===== config.mk =====
export PLATFORM = sky130hd
export DESIGN_NAME = paint_brush_writer
export DESIGN_NICKNAME = d
export VERILOG_FILES = /design/src/rtl/paint_brush_writer.sv
export SDC_FILE = /design/constraint.sdc
export NUM_CORES = 1
export LEC_CHECK = 0
export ABC_AREA = 1
export CAP_MARGIN = 20
export CORE_MARGIN = 8
export CORE_UTILIZATION = 59
export CTS_CLUSTER_DIAMETER = 40
export DETAILED_ROUTE_END_ITERATION = 8
export PLACE_DENSITY = 0.79
export RECOVER_POWER = 25
export SLEW_MARGIN = 20
export SYNTH_ARGS = -nofsm -noshare
export SYNTH_HDL_FRONTEND = slang
export SYNTH_SLANG_ARGS = --single-unit

===== constraint.sdc =====
create_clock -name clk -period 5.72 [get_ports clk]
set_input_delay 1.144 -clock clk [delete_from_list [all_inputs] [get_ports clk]]
set_output_delay 1.144 -clock clk [all_outputs]
set_load 0.02 [all_outputs]

===== src/rtl/paint_brush_writer.sv =====
// paint_brush_writer: turns a brush request into a clipped, row-major burst of
// single-pixel writes into the paint frame RAM, or sweeps the whole frame
// with code 0 on a clear request.
module paint_brush_writer #(
    parameter int WIDTH  = 640,
    parameter int HEIGHT = 480,
    parameter int ADDR_W = 19
) (
    input  logic              clk,
    input  logic              reset,
    input  logic              start,
    input  logic              clear,
    input  logic [9:0]        x_in,
    input  logic [8:0]        y_in,
    input  logic [2:0]        color,
    input  logic [2:0]        radius,
    output logic              busy,
    output logic              done,
    output logic [ADDR_W-1:0] wr_addr,
    output logic              wren,
    output logic [2:0]        wr_data
);

    typedef enum logic [1:0] {IDLE, STAMP, CLEAR, DONE} state_t;

    localparam logic [10:0]       X_MAX     = 11'(WIDTH - 1);
    localparam logic [10:0]       Y_MAX     = 11'(HEIGHT - 1);
    localparam logic [ADDR_W-1:0] WIDTH_A   = ADDR_W'(WIDTH);
    localparam logic [ADDR_W-1:0] LAST_ADDR = ADDR_W'(WIDTH * HEIGHT - 1);

    state_t state, state_nx;

    // 11-bit working widths so centre +/- radius can never wrap
    logic [10:0] xw, yw, rw, x_sum, y_sum, x_lo, x_hi, y_lo, y_hi;
    logic        in_range;

    logic [10:0]       x0_q, x1_q, y1_q, cx, cy;
    logic [2:0]        color_q;
    logic [ADDR_W-1:0] row_base, clr_addr;
    logic [ADDR_W-1:0] hold_addr;
    logic [2:0]        hold_data;
    logic              stamp_last, clear_last;

    // clip box of the incoming request against the frame edges
    always_comb begin
        xw       = {1'b0, x_in};
        yw       = {2'b0, y_in};
        rw       = {8'b0, radius};
        x_sum    = xw + rw;
        y_sum    = yw + rw;
        x_lo     = (xw < rw) ? 11'd0 : xw - rw;
        y_lo     = (yw < rw) ? 11'd0 : yw - rw;
        x_hi     = (x_sum > X_MAX) ? X_MAX : x_sum;
        y_hi     = (y_sum > Y_MAX) ? Y_MAX : y_sum;
        in_range = (xw <= X_MAX) && (yw <= Y_MAX);
    end

    assign stamp_last = (cx == x1_q) && (cy == y1_q);
    assign clear_last = (clr_addr == LAST_ADDR);

    // state register
    always_ff @(posedge clk) begin
        if (reset) state <= IDLE;
        else       state <= state_nx;
    end

    // next state and RAM port; the port replays its last value when idle
    always_comb begin
        state_nx = state;
        busy     = 1'b0;
        done     = 1'b0;
        wren     = 1'b0;
        wr_addr  = hold_addr;
        wr_data  = hold_data;
        case (state)
            IDLE: begin
                if (clear)      state_nx = CLEAR;
                else if (start) state_nx = in_range ? STAMP : DONE;
            end
            STAMP: begin
                busy    = 1'b1;
                wren    = 1'b1;
                wr_addr = row_base + ADDR_W'(cx);
                wr_data = color_q;
                if (stamp_last) state_nx = DONE;
            end
            CLEAR: begin
                busy    = 1'b1;
                wren    = 1'b1;
                wr_addr = clr_addr;
                wr_data = 3'd0;
                if (clear_last) state_nx = DONE;
            end
            DONE: begin
                done     = 1'b1;
                state_nx = IDLE;
            end
            default: state_nx = IDLE;
        endcase
    end

    // request latch, pixel/row counters with running row base, clear address
    always_ff @(posedge clk) begin
        if (reset) begin
            x0_q      <= '0;
            x1_q      <= '0;
            y1_q      <= '0;
            cx        <= '0;
            cy        <= '0;
            color_q   <= '0;
            row_base  <= '0;
            clr_addr  <= '0;
            hold_addr <= '0;
            hold_data <= '0;
        end else begin
            case (state)
                IDLE: begin
                    if (clear) begin
                        clr_addr <= '0;
                    end else if (start) begin
                        x0_q     <= x_lo;
                        x1_q     <= x_hi;
                        y1_q     <= y_hi;
                        cx       <= x_lo;
                        cy       <= y_lo;
                        color_q  <= color;
                        row_base <= ADDR_W'(y_lo) * WIDTH_A;
                    end
                end
                STAMP: begin
                    if (cx == x1_q) begin
                        cx       <= x0_q;
                        cy       <= cy + 11'd1;
                        row_base <= row_base + WIDTH_A;
                    end else begin
                        cx <= cx + 11'd1;
                    end
                end
                CLEAR:   clr_addr <= clr_addr + 1'b1;
                default: ;
            endcase
            if (wren) begin
                hold_addr <= wr_addr;
                hold_data <= wr_data;
            end
        end
    end

endmodule


# ---- Word-level counts from Yosys, hierarchy flattened
# Cells that the tools add are included.
dict set report classes {
  addsub 9
  multipliers 1
  n_div 0
  magnitude_cmp 6
  eq_ne 13
  shifts 0
  n_mux 28
  n_bitwise 1
  reduce_logical 11
}
# cell count
set op_table {}
lappend op_table {{case mux 19 bit (2 select lines)} 3}
lappend op_table {{2-to-1 mux 11 bit} 9}
lappend op_table {{2-to-1 mux 19 bit} 4}
lappend op_table {{case mux 11 bit (2 select lines)} 2}
lappend op_table {{adder 11 x 1 -> 11 bit (second input constant)} 2}
lappend op_table {{== test 11 bit} 2}
lappend op_table {{adder 19 x 1 -> 19 bit (second input constant)} 1}
lappend op_table {{adder 19 x 10 -> 19 bit (second input constant)} 1}
lappend op_table {{adder 19 x 11 -> 19 bit} 1}
lappend op_table {{== test 19 bit (second input constant)} 1}
lappend op_table {{multiplier 11 x 3 -> 12 bit (second input constant)} 1}
lappend op_table {{!= test 2 bit (second input constant)} 6}
lappend op_table {{adder 10 x 3 -> 11 bit} 1}
lappend op_table {{> comparator 11 x 10 -> 1 bit (second input constant)} 1}
lappend op_table {{subtractor 10 x 3 -> 11 bit} 1}
lappend op_table {{adder 9 x 3 -> 10 bit} 1}
lappend op_table {{> comparator 10 x 9 -> 1 bit (second input constant)} 1}
lappend op_table {{less-or-equal comparator 10 bit (second input constant)} 1}
lappend op_table {{less-than comparator 10 x 3 -> 1 bit} 1}
lappend op_table {{2-to-1 mux 10 bit} 1}
lappend op_table {{2-to-1 mux 2 bit} 5}
lappend op_table {{subtractor 9 x 3 -> 10 bit} 1}
lappend op_table {{less-or-equal comparator 9 bit (second input constant)} 1}
lappend op_table {{less-than comparator 9 x 3 -> 1 bit} 1}
lappend op_table {{14 further kinds} 20}
dict set report totals {
  regBits 120
  latch_bits 0
  ram_bits 0
  rom_bits 0
  input_bits 29
  out_inout_bits 25
  wordCells 80
  memories 0
}

# ---- Depth between registers and ports, before layout
dict set report logic_depth {
  depth_word 6
  mapped_depth 24
  ltp_nobuf 24
}

# ---- Worst setup path after synthesis
# OpenSTA, ideal clock, no wires.
dict set report synth_path {
  path_kind {input port to flip-flop}
  from {input port y_in[0]}
  to {register row_base[18]}
  setup_ps 117
  arrival_time_ps 3890
  required_time_ps 5603
  setup_slack_ps 1713
  path_stages 22
  n_path_buf 0
  cell_sequence {inv_1 ha_1 inv_1 fa_1 nand2_1 nand2_1 inv_1 nand2_2 nor2_4 or2_2 inv_1 ha_1 inv_1 fa_1 o21ai_0 nand4_1 nand2_1 nand2_1 nand2_1 nor2_1 nor2_1 nor2_1}
}
dict set report synth_between {
  elab_chain_len 6
  elab_cells_between_ends 7
  classes_between {add/sub: 1; mul: 1; order compare: 1; mux: 4}
}
# item line
set synth_lines {}
lappend synth_lines {{start, declared} 14} ;# input logic [8:0] y_in,
lappend synth_lines {{subtractor 9 x 3 -> 10 bit or less-than comparator 9 x 3 -> 1 bit (tied branches)} 52} ;# y_lo = (yw < rw) ? 11'd0 : yw - rw;
lappend synth_lines {{2-to-1 mux 11 bit *} 52}
lappend synth_lines {{multiplier 11 x 3 -> 12 bit *} 127} ;# row_base <= ADDR_W'(y_lo) * WIDTH_A;
lappend synth_lines {{2-to-1 mux 19 bit *} 120} ;# end else if (start) begin
lappend synth_lines {{2-to-1 mux 19 bit *} 118} ;# if (clear) begin
lappend synth_lines {{case mux 19 bit (2 select lines) *} 116} ;# case (state)
lappend synth_lines {{end signal, assigned} 127}
lappend synth_lines {{end signal, assigned} 134} ;# row_base <= row_base + WIDTH_A;
lappend synth_lines {{end, declared} 39} ;# logic [ADDR_W-1:0] row_base, clr_addr;
# Mark *: on every way between the ends. The rest lies on a longest branch, timed or not. The select of a mux whose other input is x is not followed.
# A chain may end at the register's enable or synchronous reset.

# ---- Worst setup path in the final report
dict set report layout_path {
  from {input port radius[1]}
  to {register row_base[18]}
}
dict set report layout_between {
  elab_chain_len 6
  elab_cells_between_ends 7
  classes_between {add/sub: 1; mul: 1; order compare: 1; mux: 4}
}
# item line
set layout_lines {}
lappend layout_lines {{start, declared} 16} ;# input logic [2:0] radius,
lappend layout_lines {{subtractor 9 x 3 -> 10 bit or less-than comparator 9 x 3 -> 1 bit (tied branches)} 52}
lappend layout_lines {{2-to-1 mux 11 bit *} 52}
lappend layout_lines {{multiplier 11 x 3 -> 12 bit *} 127}
lappend layout_lines {{2-to-1 mux 19 bit *} 120}
lappend layout_lines {{2-to-1 mux 19 bit *} 118}
lappend layout_lines {{case mux 19 bit (2 select lines) *} 116}
# Marks and branches as above.

==> reports/results.ini <==
[final_layout]
area_delta_synth_final_pct = 10.75
multiInputGateArea_sq_um = 4746
drive_gt1_share_pct = 4.170
fill_cells = 1280
seqCellArea_sq_um = 2242
fin_nets = 1341
n_antenna_cell = 0

[sta]
skew_ns = 0.009699
slew_viol_final = 82
tns_ns = 0
worst_pin_slew_ns = 1.844
finalCritPeriodShare_pct = 79.13
relSlewSlack_pct = -22.94
finalSetupViolCount = 0
rsz0062_at_grt = no
timing.fmax_mhz = 220.9
min_period_ns = 4.526
hold_viol_final = 0

[detailed_routing]
viasPerCell = 5.438
drcViolationCount = 0
routedWlPerCell_microns = 13.74
dr_total_vias = 7869
wirelength_microns = 19890
first_pass_iters = 5
drt_iter0_drc = 692
ant_nets = 0

[grt]
met1_usage_pct = 29.87
overflow = 0
grt-busiest-layer = met2
grt.met2_usage_pct = 38.70
grt_use_met3_pct = 3.277
grt_max_degree = 48
grt_pass1_wl_microns = 34270
antenna_found_initial = 0
grt_use_total_pct = 23.12
grt_pass1_vias = 7301

[clocking]
cts.sinks = 112
cts_resized = 0
cts.path.max_buffers = 2
cts_setup_buffers = 0
worst_skew_pair.late_latency_ns = 0.35
clk_pin_slew_worst_paths_ns = 0.08
htreeDepth = 3
cts_tree = yes
holdBufCountCts = 0
cts_root_buffer = clkbuf_16
cts-buffers-inserted = 9

[die]
rows = 42
initial_core_util_pct = 59.78
core_area_sq_um = 13140
fp.dieW_microns = 131.4
dieHeight_microns = 131.4
dieArea_sq_um = 17260
io-pin-count = 54

[run]
maxCapViolCount = 2

[synth]
synth_seq_cells = 112
ys_types = 41
synth_fp_nets = 1318
syn_inst = 1243
synth-edff-count = 0
synthTopCellsByArea = dfxtp_1 (29%), nand2_1 (15%), inv_1 (7.7%)
synth_common_cells = nand2_1 (323), inv_1 (161), dfxtp_1 (112)
ys_seq_area_share_pct = 28.55
yosysMostFrequentCell = nand2_1
synth_top_area_share_pct = 28.55
ys_warn_count = 0
syn_area_per_cell_sq_um = 6.318
synth_ff_type = dfxtp_1
synth_area_sq_um = 7854
async_reset_ff_share_pct = 0
yosysTopAreaCell = dfxtp_1

[power]
total_power_mw = 3.547
p_leak_nw = 3.972
p_per_area_nw_per_um2 = 407.8
ir_worst_vdd_mv = 0.2277

[worst_setup_path]
end_kind = flop
worstSetupStartpointType = primary input
crit_type = in -> reg
crit_fanout = 8
crit_arrival_ns = 4.77
cp.required_ns = 5.97

[status]
status = complete, but fails checks
violations = max-capacitance violations, max-slew violations

[place]
place_congestion = 0.8936
dp_hpwl_microns = 14650
io_buffers = 53

[worst_hold_path]
hold_path_class = reg -> reg

-- cells in the final DEF (no fill, tap or decap), types with 15 or more instances in the layout --
cell type	count
a21oi_1	111
clkdlybuf4s50_1	50
dfxtp_1	112
ha_1	40
inv_1	161
nand2_1	324
nand3_1	83
nand4_1	16
nor2_1	111
nor3_1	15
o21ai_0	105
xor2_1	26
-- worst paths after layout --
check | start | endpoint | slack, ns | cells past startpoint
max | radius[1] | row_base[18]$_SDFFE_PP0P_ | 1.19 | 21
min | x0_q[6]$_SDFFE_PP0P_ | x0_q[6]$_SDFFE_PP0P_ | 0.47 | 2
max reg2reg | state[0]$_SDFFE_PP0P_ | clr_addr[15]$_SDFFE_PP0P_ | 2.46 | 9
min reg2reg | x0_q[6]$_SDFFE_PP0P_ | x0_q[6]$_SDFFE_PP0P_ | 0.47 | 2
-- state kept, by name (all words and copies together) (netlist names) --
name	flops
color_q	3
cy	11
state	2
cx	11
y1_q	10
hold_addr	19
hold_data	3
row_base	12
clr_addr	19
x1_q	11
x0_q	11
-- worst max-delay path, cell delays in order --
cell	delay (ns)
clkdlybuf4s50_1	0.60
inv_1	0.17
fa_1	0.44
nand2_1	0.13
nand2_1	0.10
inv_1	0.11
nand2_2	0.08
nor2_4	0.16
or2_2	0.14
inv_1	0.05
ha_1	0.30
inv_1	0.06
fa_1	0.47
o21ai_0	0.30
nand4_1	0.12
nand2_1	0.09
nand2_1	0.05
nand2_1	0.05
nor2_1	0.04
nor2_1	0.10
nor2_1	0.04
-- cell type report --
cell class,count,share of cell area (%)
Timing Repair Buffer,59,6.530
Multi-Input combinational cell,918,54.56
Clock buffer,11,2.791
Inverter,166,7.163
Sequential cell,112,25.78
Clock inverter,5,0.6473
Tap cell,176,2.532
-- routing by layer --
| layer | wire length, microns | up-vias |
|---|---|---|
| li1 | - | 4055 |
| met1 | 9239 | 3549 |
| met2 | 9175 | 233 |
| met3 | 1043 | 32 |
| met4 | 428 | 0 |
| met5 | 0 | - |
-- through the flow --
stage	instance area, sq um	cells	util, %	hold slack [ns]	setup WS (ns)
after CTS	8716	1447	66.34	0.4661	1.185
after global placement	8417	1431	64.07	0.4497	0.9002
after global routing	8698	1447	66.21	0.4955	0.8843
after detailed placement	8417	1431	64.07	0.4532	0.8108
final	8698	1447	66.21	0.4675	1.194
after floorplan	7854	1243	-	0.4362	1.713
-- logic make-up (layout without fill, tap and decap cells) --
kind of cell,Yosys count,in the layout,synth area share [%]
compound gates,256,256,17.57
simple gates,581,581,31.24
buf+inv,213,241,10.93
fa+ha+maj,46,46,7.806
xor+xnor,35,35,3.903
flops,112,112,28.55
-- report_power, final --
| group | internal, mW | total, mW | leakage (nW) | switching, mW |
|---|---|---|---|---|
| registers | 0.948 | 1.11 | 0.914 | 0.161 |
| logic | 0.655 | 1.79 | 2.91 | 1.13 |
| clock network | 0.352 | 0.650 | 0.145 | 0.298 |
| total | 1.95 | 3.55 | 3.97 | 1.59 |
No activity file was read; power rests on OpenSTA's default activity.
